File: src/rtl/alu_seq.sv
// alu_seq: single-request ALU with ready/valid handshakes on both sides.
// Single-cycle ops complete on the accept edge; MUL runs a shift-add
// multiplier for WIDTH edges. Results and flags are held until consumed.
//
// state  | meaning
// -------+------------------------------------------------------------
// IDLE   | waiting for a request, in_ready = 1
// BUSY   | MUL in progress, one shift-add step per edge
// DONE   | result/flags presented, out_valid = 1, waiting for out_ready
module alu_seq #(
    parameter int WIDTH = 8
) (
    input  logic             clk,
    input  logic             rst_n,
    input  logic             in_valid,
    output logic             in_ready,
    input  logic [WIDTH-1:0] a,
    input  logic [WIDTH-1:0] b,
    input  logic [2:0]       op,
    output logic             out_valid,
    input  logic             out_ready,
    output logic [WIDTH-1:0] result,
    output logic             zero,
    output logic             carry,
    output logic             overflow,
    output logic             negative
);

    localparam int SHW = $clog2(WIDTH);

    localparam logic [1:0] S_IDLE = 2'd0;
    localparam logic [1:0] S_BUSY = 2'd1;
    localparam logic [1:0] S_DONE = 2'd2;

    localparam logic [2:0] OP_ADD = 3'b000;
    localparam logic [2:0] OP_SUB = 3'b001;
    localparam logic [2:0] OP_AND = 3'b010;
    localparam logic [2:0] OP_OR  = 3'b011;
    localparam logic [2:0] OP_XOR = 3'b100;
    localparam logic [2:0] OP_SHL = 3'b101;
    localparam logic [2:0] OP_SHR = 3'b110;
    localparam logic [2:0] OP_MUL = 3'b111;

    logic [1:0]         state;
    logic [2*WIDTH-1:0] mcand;
    logic [WIDTH-1:0]   mplier;
    logic [2*WIDTH-1:0] acc;
    logic [SHW-1:0]     cnt;

    logic [WIDTH-1:0]   alu_res;
    logic               alu_c;
    logic               alu_v;
    logic [WIDTH:0]     sum;
    logic [WIDTH:0]     diff;
    logic [WIDTH:0]     shl_ext;
    logic [WIDTH:0]     shr_ext;
    logic [SHW-1:0]     amt;
    logic [2*WIDTH-1:0] acc_next;

    assign in_ready  = (state == S_IDLE);
    assign out_valid = (state == S_DONE);

    // Single-cycle datapath. The shift vectors carry one extra bit that
    // catches the last bit shifted out (bit WIDTH for SHL, bit 0 for SHR).
    always_comb begin
        alu_res = '0;
        alu_c   = 1'b0;
        alu_v   = 1'b0;
        amt     = b[SHW-1:0];
        sum     = {1'b0, a} + {1'b0, b};
        diff    = {1'b0, a} - {1'b0, b};
        shl_ext = {1'b0, a} << amt;
        shr_ext = {a, 1'b0} >> amt;
        case (op)
            OP_ADD: begin
                alu_res = sum[WIDTH-1:0];
                alu_c   = sum[WIDTH];
                alu_v   = (a[WIDTH-1] == b[WIDTH-1]) && (sum[WIDTH-1] != a[WIDTH-1]);
            end
            OP_SUB: begin
                alu_res = diff[WIDTH-1:0];
                alu_c   = diff[WIDTH];
                alu_v   = (a[WIDTH-1] != b[WIDTH-1]) && (diff[WIDTH-1] != a[WIDTH-1]);
            end
            OP_AND: alu_res = a & b;
            OP_OR:  alu_res = a | b;
            OP_XOR: alu_res = a ^ b;
            OP_SHL: begin
                alu_res = shl_ext[WIDTH-1:0];
                alu_c   = (amt != '0) && shl_ext[WIDTH];
            end
            OP_SHR: begin
                alu_res = shr_ext[WIDTH:1];
                alu_c   = (amt != '0) && shr_ext[0];
            end
            default: begin
                alu_res = '0;
                alu_c   = 1'b0;
                alu_v   = 1'b0;
            end
        endcase
    end

    // One shift-add step: add the shifted multiplicand when the current
    // multiplier LSB is set.
    always_comb begin
        acc_next = acc + (mplier[0] ? mcand : '0);
    end

    // Control FSM plus result/flag registers; zero and negative are
    // registered alongside the result so reset can clear them to 0.
    always_ff @(posedge clk or negedge rst_n) begin
        if (!rst_n) begin
            state    <= S_IDLE;
            mcand    <= '0;
            mplier   <= '0;
            acc      <= '0;
            cnt      <= '0;
            result   <= '0;
            zero     <= 1'b0;
            carry    <= 1'b0;
            overflow <= 1'b0;
            negative <= 1'b0;
        end else begin
            case (state)
                S_IDLE: begin
                    if (in_valid) begin
                        if (op == OP_MUL) begin
                            mcand  <= {{WIDTH{1'b0}}, a};
                            mplier <= b;
                            acc    <= '0;
                            cnt    <= SHW'(WIDTH - 1);
                            state  <= S_BUSY;
                        end else begin
                            result   <= alu_res;
                            zero     <= (alu_res == '0);
                            negative <= alu_res[WIDTH-1];
                            carry    <= alu_c;
                            overflow <= alu_v;
                            state    <= S_DONE;
                        end
                    end
                end
                S_BUSY: begin
                    acc    <= acc_next;
                    mcand  <= mcand << 1;
                    mplier <= mplier >> 1;
                    cnt    <= cnt - 1'b1;
                    if (cnt == '0) begin
                        result   <= acc_next[WIDTH-1:0];
                        zero     <= (acc_next[WIDTH-1:0] == '0);
                        negative <= acc_next[WIDTH-1];
                        carry    <= |acc_next[2*WIDTH-1:WIDTH];
                        overflow <= 1'b0;
                        state    <= S_DONE;
                    end
                end
                S_DONE: begin
                    if (out_ready) begin
                        state <= S_IDLE;
                    end
                end
                default: state <= S_IDLE;
            endcase
        end
    end

endmodule

File: config.mk
export PLATFORM = sky130hd
export DESIGN_NAME = alu_seq
export DESIGN_NICKNAME = d
export VERILOG_FILES = /design/src/rtl/alu_seq.sv
export SDC_FILE = /design/constraint.sdc
export NUM_CORES = 1
export LEC_CHECK = 0
export CAP_MARGIN = 10
export CORE_AREA = 2 2 111 91
export DETAILED_ROUTE_END_ITERATION = 7
export DIE_AREA = 0 0 113 93
export PLACE_DENSITY = 0.73
export SETUP_SLACK_MARGIN = 0.05
export SYNTH_ARGS = -nofsm -noshare
export SYNTH_HDL_FRONTEND = slang
export SYNTH_SLANG_ARGS = --single-unit
File: constraint.sdc
create_clock -name clk -period 3.65 [get_ports clk]
set_input_delay 0.73 -clock clk [delete_from_list [all_inputs] [get_ports clk]]
set_output_delay 0.73 -clock clk [all_outputs]
set_load 0.02 [all_outputs]
; ---- Word level (Yosys, flattened, before mapping)
; Cells that the tools add are included.
[totals]
ff_bits = 57
in_bits = 23
wordCells = 93
[classes]
add_sub_neg = 4
n_eq_ne = 18
n_shift = 2
muxes = 41
n_bitwise = 3
reduce_logical = 15
[ops]
columns = cell, count
row1 = 16-bit 2-to-1 mux, 5
row2 = 16-bit one-hot mux with 2 select lines, 2
row3 = 8-bit one-hot mux with 7 select lines, 1
row4 = 8-bit 2-to-1 mux, 5
row5 = 8-bit one-hot mux with 2 select lines, 2
row6 = 16-bit adder, 1
row7 = 8-bit logical NOT, 2
row8 = 3-bit == test (second input constant), 4
row9 = 1-bit 2-to-1 mux, 12
row10 = 1-bit one-hot mux with 2 select lines, 5
row11 = 8-bit by 8-bit adder with 9-bit output, 1
row12 = 8-bit by 3-bit left shift with 9-bit output, 1
row13 = 9-bit by 3-bit >> shifter with 9-bit output, 1
row14 = 8-bit by 8-bit subtractor with 9-bit output, 1
row15 = 8-bit bitwise AND, 1
row16 = 2-bit 2-to-1 mux, 4
row17 = 8-bit OR, 1
row18 = 8-bit OR reduction, 1
row19 = 8-bit XOR, 1
row20 = 3-bit by 2-bit == test with 1-bit output (second input constant), 2
row21 = 3-bit logical NOT, 2
row22 = 3-bit 2-to-1 mux, 2
row23 = 2-bit inequality test (second input constant), 3
row24 = 2-bit one-hot mux with 3 select lines, 1
row25 = 15 further kinds, 22

; ---- Depth between registers and ports, before layout
; Gate-level depths: netlist of run 1.
[depth]
word_depth = 7
depth_mapped = 12
mapped_depth_nobuf = 10

; ---- Worst setup path after synthesis of run 1
; Ideal clock, no wire load.
[synth_path]
kind = input -> register
startpoint = input port b[1]
endpoint = register zero
arrival_ns = 3.027
setup_slack_ns = 0.531
stages = 11
cell_sequence = buf_2 -> buf_2 -> buf_4 -> inv_1 -> ha_1 -> a21o_1 -> a2111oi_1 -> nor3_1 -> nor4b_1 -> o211ai_1 -> o31ai_2
[synth_via]
elab_chain_len = 6
[synth_lines]
columns = item, line_no
row1 = from (decl), 18  ; input logic [WIDTH-1:0] b,
row2 = "8-bit by 8-bit subtractor with 9-bit output, or another cell as far along", 71  ; diff = {1'b0, a} - {1'b0, b};
row3 = 8-bit one-hot mux with 7 select lines *, 74  ; case (op)
row4 = 8-bit logical NOT *, 136  ; zero <= (alu_res == '0);
row5 = 1-bit 2-to-1 mux *, 128  ; if (op == OP_MUL) begin
row6 = 1-bit 2-to-1 mux *, 127  ; if (in_valid) begin
row7 = 1-bit one-hot mux with 2 select lines *, 125  ; case (state)
row8 = to (signal assigned), 136
row9 = to (signal assigned), 151  ; zero <= (acc_next[WIDTH-1:0] == '0);
row10 = to (decl), 23  ; output logic zero,
; Mark *: on every way between the ends. The rest lies on a longest branch, timed or not. The select of a mux whose other input is x is not followed.
; A chain may end at the register's enable or synchronous reset.

; ---- Worst setup path in the final report of run 1
[layout_path]
startpoint = input port a[0]
endpoint = register result[6]
[layout_via]
elab_chain_len = 5
[layout_lines]
columns = item, line_no
row1 = from (decl), 17  ; input logic [WIDTH-1:0] a,
row2 = "8-bit by 8-bit subtractor with 9-bit output, or another cell as far along", 71
row3 = 8-bit one-hot mux with 7 select lines *, 74
row4 = 8-bit 2-to-1 mux *, 128
row5 = 8-bit 2-to-1 mux *, 127
row6 = 8-bit one-hot mux with 2 select lines *, 125
row7 = to (signal assigned), 135  ; result <= alu_res;
row8 = to (signal assigned), 150  ; result <= acc_next[WIDTH-1:0];
row9 = to (decl), 22  ; output logic [WIDTH-1:0] result,
; Marks and branches as above.

==> impl_metrics.yaml, run 1 <==
global_routing:
  antenna_found_initial: 0
  grt_pass1_vias: 4372
  grt.total_usage: 0.278
  grt_max_degree: 58
  overflow: 0
  grt_pass1_wl_um: 23100
flow_run:
  maxCapViolCount: 0
status:
  outcome: "finished with violations"
  violations: "DRC"
power_and_ir_drop:
  peakVddDrop_mv: 0.317
  p_leak_uw: 0.00264
  p_per_area_mw_per_mm2: 495
worst_setup_path:
  cp_top_family: "compound AO/OA/AOI/OAI gates"
  slowest_delay_ns: 0.48
  r2r_slack_ns: 0.43
  crit_cells: 11
  cp-endpoint: "result[6]"
  path_class: "in2reg"
  crit_slowest_cell: "clkdlybuf4s50_1"
  startpoint_type: "input port"
  r2r_cells: 10
  arrival_ns: 3.54
  crit_required_ns: 3.84
  crit_buf_inv: 2
  critPathLaunch: "a[0]"
  reg2reg_to: "carry"
  crit_path_end_kind: "register"
  r2r-start: "mplier[0]"
  worst-path-max-fanout: 2
  path_cells: "clkdlybuf4s50_1, inv_1, ha_1, fa_1, o21ba_2, o21ai_0, a221o_1, mux2_2, nor3_1, o21ai_0, mux2_2"
synthesis:
  synth-async-reset-ratio: 1.00
  yosysMostFrequentCell: "nand2_1"
  ys_seq_area_frac: 0.276
  syn_area_mm2: 0.00508
  synth_top_family_by_area: "compound AO/OA/AOI/OAI gates"
  synthAdderAreaFrac: 0.115
  synth_xor_area_frac: 0.0258
  yosysWarnings: 0
  synth_top_area_share: 0.276
  syn-instance-count: 600
  synth_flop_cell: "dfrtp_1"
  synth_edf_count: 0
  synth_cell_types: 71
  netlist_top_cells_area: "dfrtp_1 28%, ha_1 10%, mux4_2 5.3%"
  yosys.area.top_type: "dfrtp_1"
  synth_mux_area_frac: 0.0925
  synthesis.nets: 668
  yosys.area_share.simple: 0.174
  synth_compound_gate_area_share: 0.256
  synth_common_cells: "64 x nand2_1, 56 x dfrtp_1, 51 x a21oi_1"
  ys_ff_latch: 56
  avgSynthCellArea_um2: 8.47
route:
  drc_errors: 3
  antenna_left: 0
  totalWireLength_um: 14000
  drt_pre_antenna_iters: 8
  dr.first_iter.drc_count: 555
  viasPerCell: 6.24
  avgRoutedWirePerCell_um: 18.6
  vias: 4695
clocking:
  numCtsBuffers: 5
  ctsRootBufferMaster: "clkbuf_16"
  h-tree-depth: 2
  cts_hold_buffers: 0
  clock-sinks: 56
  cts_setup_buffers: 0
  clkTransAtPathRegs_ns: 0.07
  clk_latency_ns: 0.30
  cts_buffer_depth: 2
  tritoncts: "built"
sta:
  period_minus_slack_ns: 3.36
  min_period_over_period: 0.920
  slew_headroom: 0.561
  fmax_mhz: 298
  layout_setup_ws_ns: 0.290
  hold_violations: 0
  finalSetupTns_ns: 0
  slew_violations: 0
  rsz0062_at_grt: "false"
  fin_skew_ns: 0.00479
  setup_viol: 0
  tightest_slew_ns: 0.656
floorplan:
  initial_core_util: 0.538
  ioPinCount: 37
  num_rows: 32
  coreArea_mm2: 0.00945
  die_w_um: 113
  die_y_um: 93
  dieArea_mm2: 0.0105
cells_and_area:
  nets: 701
  fin_area_mm2: 0.00580
  drive_gt1_frac: 0.114
  diodes: 0
  area_growth_pct: 14.1
placement:
  post-place-ws_ns: 0.0251
  dpl_cell_area_mm2: 0.00565
  place_congestion: 0.965
  portBuffers: 36
  dp_hpwl_um: 10800
hold_path:
  hold_class: "in2async"
## state kept, by name, summed over array words and instances, names as in the netlist
name	flops
overflow	1
carry	1
state	2
mcand	16
zero	1
acc	16
negative	1
cnt	3
result	7
mplier	8
## layout by cell type, fill, tap and decap left out, types with 4 or more instances in the layout
| master | count |
|---|---|
| nand2b_1 | 5 |
| o211ai_1 | 9 |
| dfrtp_1 | 56 |
| xor2_1 | 8 |
| a21o_1 | 10 |
| a22oi_1 | 8 |
| and3_1 | 7 |
| o22ai_1 | 5 |
| xnor2_1 | 7 |
| nor2b_1 | 5 |
| buf_4 | 31 |
| nor3_1 | 7 |
| inv_1 | 33 |
| mux4_2 | 12 |
| mux2i_1 | 11 |
| a221oi_1 | 4 |
| nand3b_1 | 4 |
| and2_1 | 18 |
| o21ai_0 | 50 |
| mux2_2 | 8 |
| a21oi_1 | 51 |
| nand3_1 | 11 |
| ha_1 | 42 |
| clkdlybuf4s50_1 | 35 |
| clkbuf_16 | 5 |
| nor2_1 | 37 |
| nor4_1 | 4 |
| o2111ai_1 | 4 |
| a22o_1 | 14 |
| nand2_1 | 64 |
## metal layers
metal,GRT usage,vias up,part of all wire
met5,0,-,0
met4,0.0528,0,0.014
met3,0.0486,12,0.083
met2,0.397,187,0.41
met1,0.441,2226,0.49
li1,-,2270,-
## cells by family (layout without fill, tap and decap cells)
logic type / Yosys count / in the layout
AOI/OAI and AO/OA: 196 / 196
xor gates and xnor gates: 15 / 15
adders and majority gates: 45 / 45
buffers and inverters: 76 / 110
DFF: 56 / 56
muxes: 31 / 31
and+or+nand+nor: 181 / 181
## what timing repair did
action,in CTS,in global routing
hold endpoints to repair,0,0
endpoints found under the setup margin,0,1
gates resized for setup,0,1
## worst reg2reg max path: stages (launching register included)
cell and delay [ns]:
dfrtp_1 0.49, and2_1 0.19, ha_1 0.22, fa_1 0.44, a211oi_1 0.35, or2_2 0.19
a21oi_1 0.13, xnor2_1 0.22, o2111ai_1 0.14, a2111oi_1 0.52, a41oi_1 0.18
## how the worst min path moves through the flow
stage,endpoint,cells past startpoint,startpoint,slack [ns]
2_1_floorplan,acc[0],0,rst_n,0.43
3_3_place_gp,mplier[3],2,mplier[3],0.46
3_5_place_dp,acc[5],2,acc[5],0.47
4_1_cts,acc[1],1,rst_n,0.44
5_1_grt,result[3],1,rst_n,0.48
6_report,acc[1],1,rst_n,0.43
## through the flow
step | instances | hold WS [ns] | total power (uW) | util
2_1_floorplan | 600 | 0.434 | 1900 | -
3_3_place_gp | 745 | 0.462 | 2340 | 0.598
3_5_place_dp | 745 | 0.471 | 2380 | 0.598
4_1_cts | 753 | 0.444 | 2870 | 0.613
5_1_grt | 753 | 0.475 | 3080 | 0.614
6_report | 753 | 0.427 | 2870 | 0.614
## power by group
part | internal [uW] | switching (uW) | total [uW]
clock network | 256 | 232 | 488
logic | 583 | 763 | 1350
registers | 849 | 189 | 1040
## cell type report
| cell class | count | area, um^2 |
|---|---|---|
| Clock buffer | 5 | 125 |
| Tap cell | 119 | 149 |
| Timing Repair Buffer | 67 | 588 |
| Clock inverter | 3 | 23.8 |
| Multi-Input combinational cell | 468 | 3380 |
| Inverter | 35 | 131 |
| Fill cell | 845 | 3650 |
| Sequential cell | 56 | 1400 |
No activity file was read; power rests on OpenSTA's default activity.
==> run 2, diff against run 1 <==
--- a/config.mk
+++ b/config.mk
@@ -7,8 +7,10 @@
 export LEC_CHECK = 0
 export CAP_MARGIN = 10
 export CORE_AREA = 2 2 111 91
+export CTS_BUF_LIST = sky130_fd_sc_hd__clkbuf_4 sky130_fd_sc_hd__clkbuf_8 sky130_fd_sc_hd__clkbuf_16
 export DETAILED_ROUTE_END_ITERATION = 7
 export DIE_AREA = 0 0 113 93
+export GPL_ROUTABILITY_DRIVEN = 0
 export PLACE_DENSITY = 0.73
 export SETUP_SLACK_MARGIN = 0.05
 export SYNTH_ARGS = -nofsm -noshare
==> run 2 against run 1 <==
  * The run still ends with DRC left
  * Setup slack got worse by 0.041 ns
  * Utilization increased by 0.11 points
  * Die area is the same
  * Global-route usage shrank 0.36 points
  * Routed wire length hardly changed
  * Critical path depth unchanged
  * Sequential power hardly changed
  * Cell count fell by 0.13%
  * Critical path type unchanged
==> impl_metrics.yaml, run 2 (synthesized netlist as in run 1, its figures left out) <==
clocking:
  clk_latency_ns: 0.29
  clock-sinks: 56
  tritoncts: "built"
  numCtsBuffers: 5
  clkTransAtPathRegs_ns: 0.07
  h-tree-depth: 2
  cts_buffer_depth: 2
  cts_hold_buffers: 0
  ctsRootBufferMaster: "clkbuf_16"
  cts_setup_buffers: 0
cells_and_area:
  fin_area_mm2: 0.00581
  area_growth_pct: 14.3
  multi_input_area_mm2: 0.00338
  drive_gt1_frac: 0.112
  top_regs: "acc x16, mcand x16, mplier x8"
  stdcell_count: 752
  final_common_cell: "nand2_1"
  regArea_mm2: 0.00140
  nets: 700
  final_cell_mix: "64 x nand2_1, 56 x dfrtp_1, 51 x a21oi_1"
  diodes: 0
  fillCellCount: 783
sta:
  layout_setup_ws_ns: 0.249
  tightest_slew_ns: 0.952
  slew_headroom: 0.365
  fin_skew_ns: 0.00571
  rsz0062_at_grt: "false"
  min_period_over_period: 0.932
  finalSetupTns_ns: 0
  hold_violations: 0
  slew_violations: 0
  period_minus_slack_ns: 3.40
  fmax_mhz: 294
  setup_viol: 0
global_routing:
  overflow: 0
  gr-usage-met2: 0.391
  antenna_found_initial: 0
  grt_pass1_wl_um: 22900
  grt.met1_usage: 0.430
  grt_util_met3: 0.0434
  grt.total_usage: 0.274
  busiest_layer: "met1"
  grt_pass1_vias: 4416
  grt_max_degree: 58
status:
  outcome: "finished with violations"
  violations: "DRC"
placement:
  dp_hpwl_um: 10600
  dpl_cell_area_mm2: 0.00564
  portBuffers: 36
  post-place-ws_ns: 0.00395
  dp_cells: 744
floorplan:
  coreArea_mm2: 0.00945
  ioPinCount: 37
  dieArea_mm2: 0.0105
  num_rows: 32
  die_y_um: 93
  initial_core_util: 0.538
  die_w_um: 113
worst_setup_path:
  r2r-start: "mplier[0]"
  arrival_ns: 3.58
  crit_path_end_kind: "register"
  path_class: "in2reg"
  startpoint_type: "input port"
  reg2reg_to: "carry"
  worst-path-max-fanout: 6
  r2r_cells: 9
  crit_required_ns: 3.83
  r2r_slack_ns: 0.43
hold_path:
  min_from: "result[1]"
  holdPathEnd: "result[1]"
  min_path_cells: 2
  hold_class: "reg2reg"
route:
  drt_pre_antenna_iters: 7
  antenna_left: 0
  viasPerCell: 6.27
  totalWireLength_um: 14000
  drc_errors: 4
  avgRoutedWirePerCell_um: 18.6
  vias: 4712
  dr.first_iter.drc_count: 616
flow_run:
  maxCapViolCount: 0
power_and_ir_drop:
  p_per_area_mw_per_mm2: 505
  peakVddDrop_mv: 0.235
  p_leak_uw: 0.00265
[run 2: worst max-delay path, cell delays in order]
cell	delay [ns]
clkdlybuf4s50_1	0.43
buf_4	0.17
ha_1	0.28
fa_1	0.43
a21o_1	0.18
a21oi_1	0.20
o21ai_0	0.17
mux2_2	0.30
nor3_1	0.28
o21ai_0	0.12
mux2_2	0.29
[run 2: how the worst max path moves through the flow]
stage | startpoint | endpoint | slack, ns | cells after the start
floorplan | b[1] | zero | 0.53 | 11
global placement | a[0] | result[6] | 0.08 | 11
detailed placement | a[0] | result[6] | 0.004 | 11
CTS | a[0] | result[6] | 0.32 | 11
global route | a[0] | result[6] | 0.08 | 11
finish | a[0] | result[6] | 0.25 | 11
[run 2: layout make-up]
cell class	instances	share of cell area
flip-flops and latches	56	0.241
inverters	35	0.0226
repair buffers	66	0.100
well taps	119	0.0256
multi-input cells	468	0.582
clock inverters	3	0.00732
clock buffers	5	0.0215
[run 2: what timing repair did]
action                                  CTS  global route
gates resized for setup                   0             1
hold endpoints to repair                  0             0
endpoints found under the setup margin    0             1
[run 2: routing by layer]
metal / part of all wire / vias up
met5: 0 / -
met1: 0.48 / 2217
li1: - / 2254
met4: 0.020 / 0
met3: 0.091 / 23
met2: 0.41 / 218
[run 2: per-stage QoR]
step	total power [uW]	utilization	hold WS, ns
2_1_floorplan	1900	-	0.434
3_3_place_gp	2320	0.597	0.462
3_5_place_dp	2370	0.597	0.470
4_1_cts	2920	0.615	0.486
5_1_grt	3140	0.615	0.504
6_report	2930	0.615	0.480
[run 2: power by group]
group | internal, uW | switching [uW]
Combinational | 582 | 766
Sequential | 849 | 184
Clock | 323 | 226
==> run 3, diff against run 2 <==
--- a/config.mk
+++ b/config.mk
@@ -13,6 +13,7 @@
 export GPL_ROUTABILITY_DRIVEN = 0
 export PLACE_DENSITY = 0.73
 export SETUP_SLACK_MARGIN = 0.05
+export SLEW_MARGIN = 30
 export SYNTH_ARGS = -nofsm -noshare
 export SYNTH_HDL_FRONTEND = slang
 export SYNTH_SLANG_ARGS = --single-unit
==> run 3 against run 2 <==
  * The run still ends with DRC left
  * Power about the same
  * Cell count unchanged
  * Die area unchanged
  * Global-route usage unchanged
  * Design area is essentially flat
  * Largest power group unchanged
==> impl_metrics.yaml, run 3 (synthesized netlist as in run 1, its figures left out) <==
floorplan:
  coreArea_mm2: 0.00945
  ioPinCount: 37
  die_w_um: 113
  die_y_um: 93
  dieArea_mm2: 0.0105
  initial_core_util: 0.538
  num_rows: 32
clocking:
  cts_buffer_depth: 2
  numCtsBuffers: 5
  tritoncts: "built"
  cts_hold_buffers: 0
  cts_setup_buffers: 0
  clk_latency_ns: 0.29
  cts_resized: 0
  clock-sinks: 56
  clkTransAtPathRegs_ns: 0.07
  ctsRootBufferMaster: "clkbuf_16"
  h-tree-depth: 2
cells_and_area:
  nets: 700
  final_cell_mix: "64 x nand2_1, 56 x dfrtp_1, 51 x a21oi_1"
  diodes: 0
  stdcell_count: 752
  drive_gt1_frac: 0.112
  top_regs: "acc x16, mcand x16, mplier x8"
  regArea_mm2: 0.00140
  finish.utilization: 0.615
  final_common_cell: "nand2_1"
  multi_input_area_mm2: 0.00338
  fillCellCount: 782
  area_growth_pct: 14.3
power_and_ir_drop:
  combPwrFrac: 0.460
  p_int_uw: 1750
  peakVddDrop_mv: 0.235
  power.share.clock: 0.187
  seq_power_share: 0.353
  p_sw_uw: 1180
  p_per_area_mw_per_mm2: 505
  swShare: 0.402
  p_leak_uw: 0.00265
sta:
  rsz0062_at_grt: "false"
  slew_headroom: 0.493
  hold_ws_ns: 0.416
  fin_skew_ns: 0.00557
  period_minus_slack_ns: 3.39
  slew_violations: 0
  setup_viol: 0
  tightest_slew_ns: 0.757
  finalSetupTns_ns: 0
  layout_setup_ws_ns: 0.257
  min_period_over_period: 0.930
  fmax_mhz: 295
  hold_violations: 0
global_routing:
  grt_pass1_wl_um: 22900
  grt.total_usage: 0.274
  antenna_found_initial: 0
  grt_max_degree: 58
  grt_pass1_vias: 4416
  overflow: 0
route:
  vias: 4755
  dr.first_iter.drc_count: 616
  totalWireLength_um: 14000
  viasPerCell: 6.32
  drt_pre_antenna_iters: 7
  drc_errors: 4
  antenna_left: 0
  avgRoutedWirePerCell_um: 18.7
worst_setup_path:
  crit_required_ns: 3.83
  startpoint_type: "input port"
  r2r_cells: 9
  path_class: "in2reg"
  crit_path_end_kind: "register"
  worst-path-max-fanout: 6
  arrival_ns: 3.58
  r2r-start: "mplier[0]"
  critPathLaunch: "a[0]"
hold_path:
  hold_class: "in2async"
placement:
  portBuffers: 36
  post-place-ws_ns: 0.00395
  dp_hpwl_um: 10600
  dp_cells: 744
status:
  outcome: "finished with violations"
  violations: "DRC"
flow_run:
  maxCapViolCount: 0
run 3: cell counts in the layout (fill, tap and decap cells not counted):
No cell type changed its count.
run 3: power by group through the flow:
| stage | Clock, uW | Combinational [uW] | Sequential, uW |
|---|---|---|---|
| floorplan | 0 | 870 | 1030 |
| global route | 583 | 1490 | 1060 |
| global placement | 0 | 1290 | 1030 |
| detailed placement | 0 | 1330 | 1040 |
| CTS | 555 | 1340 | 1030 |
| finish | 550 | 1350 | 1030 |
run 3: cell type report:
type	instances	area share
Clock inverter	3	0.00732
Tap cell	119	0.0256
Clock buffer	5	0.0215
Timing Repair Buffer	66	0.100
Multi-Input combinational cell	468	0.581
Inverter	35	0.0226
Sequential cell	56	0.241
run 3: through the flow:
step	total power (uW)	cell area, um^2
2_1_floorplan	1900	5080
3_3_place_gp	2320	5640
3_5_place_dp	2370	5640
4_1_cts	2920	5810
5_1_grt	3140	5810
6_report	2930	5810
run 3: critical path, stage by stage:
cell	delay, ns
clkdlybuf4s50_1	0.43
buf_4	0.17
ha_1	0.27
fa_1	0.43
a21o_1	0.18
a21oi_1	0.20
o21ai_0	0.17
mux2_2	0.30
nor3_1	0.28
o21ai_0	0.12
mux2_2	0.29
run 3: routing by layer:
| layer | vias to the layer above | global-route usage | part of all wire | routed length [um] |
|---|---|---|---|---|
| met2 | 243 | 0.391 | 0.41 | 5750 |
| met5 | - | 0 | 0 | 0 |
| met4 | 0 | 0.0732 | 0.023 | 323 |
| met3 | 30 | 0.0434 | 0.093 | 1310 |
| met1 | 2226 | 0.430 | 0.47 | 6650 |
| li1 | 2256 | - | - | - |
run 3: path summary, 6_finish.rpt:
kind | end | slack, ns
worst max-delay path | result[6] | 0.26
worst min-delay path | result[0] | 0.42
worst max register to register | carry | 0.43
worst min register to register | result[1] | 0.48
max in group asynchronous | mcand[10] | 2.61
min in group clk | result[1] | 0.48
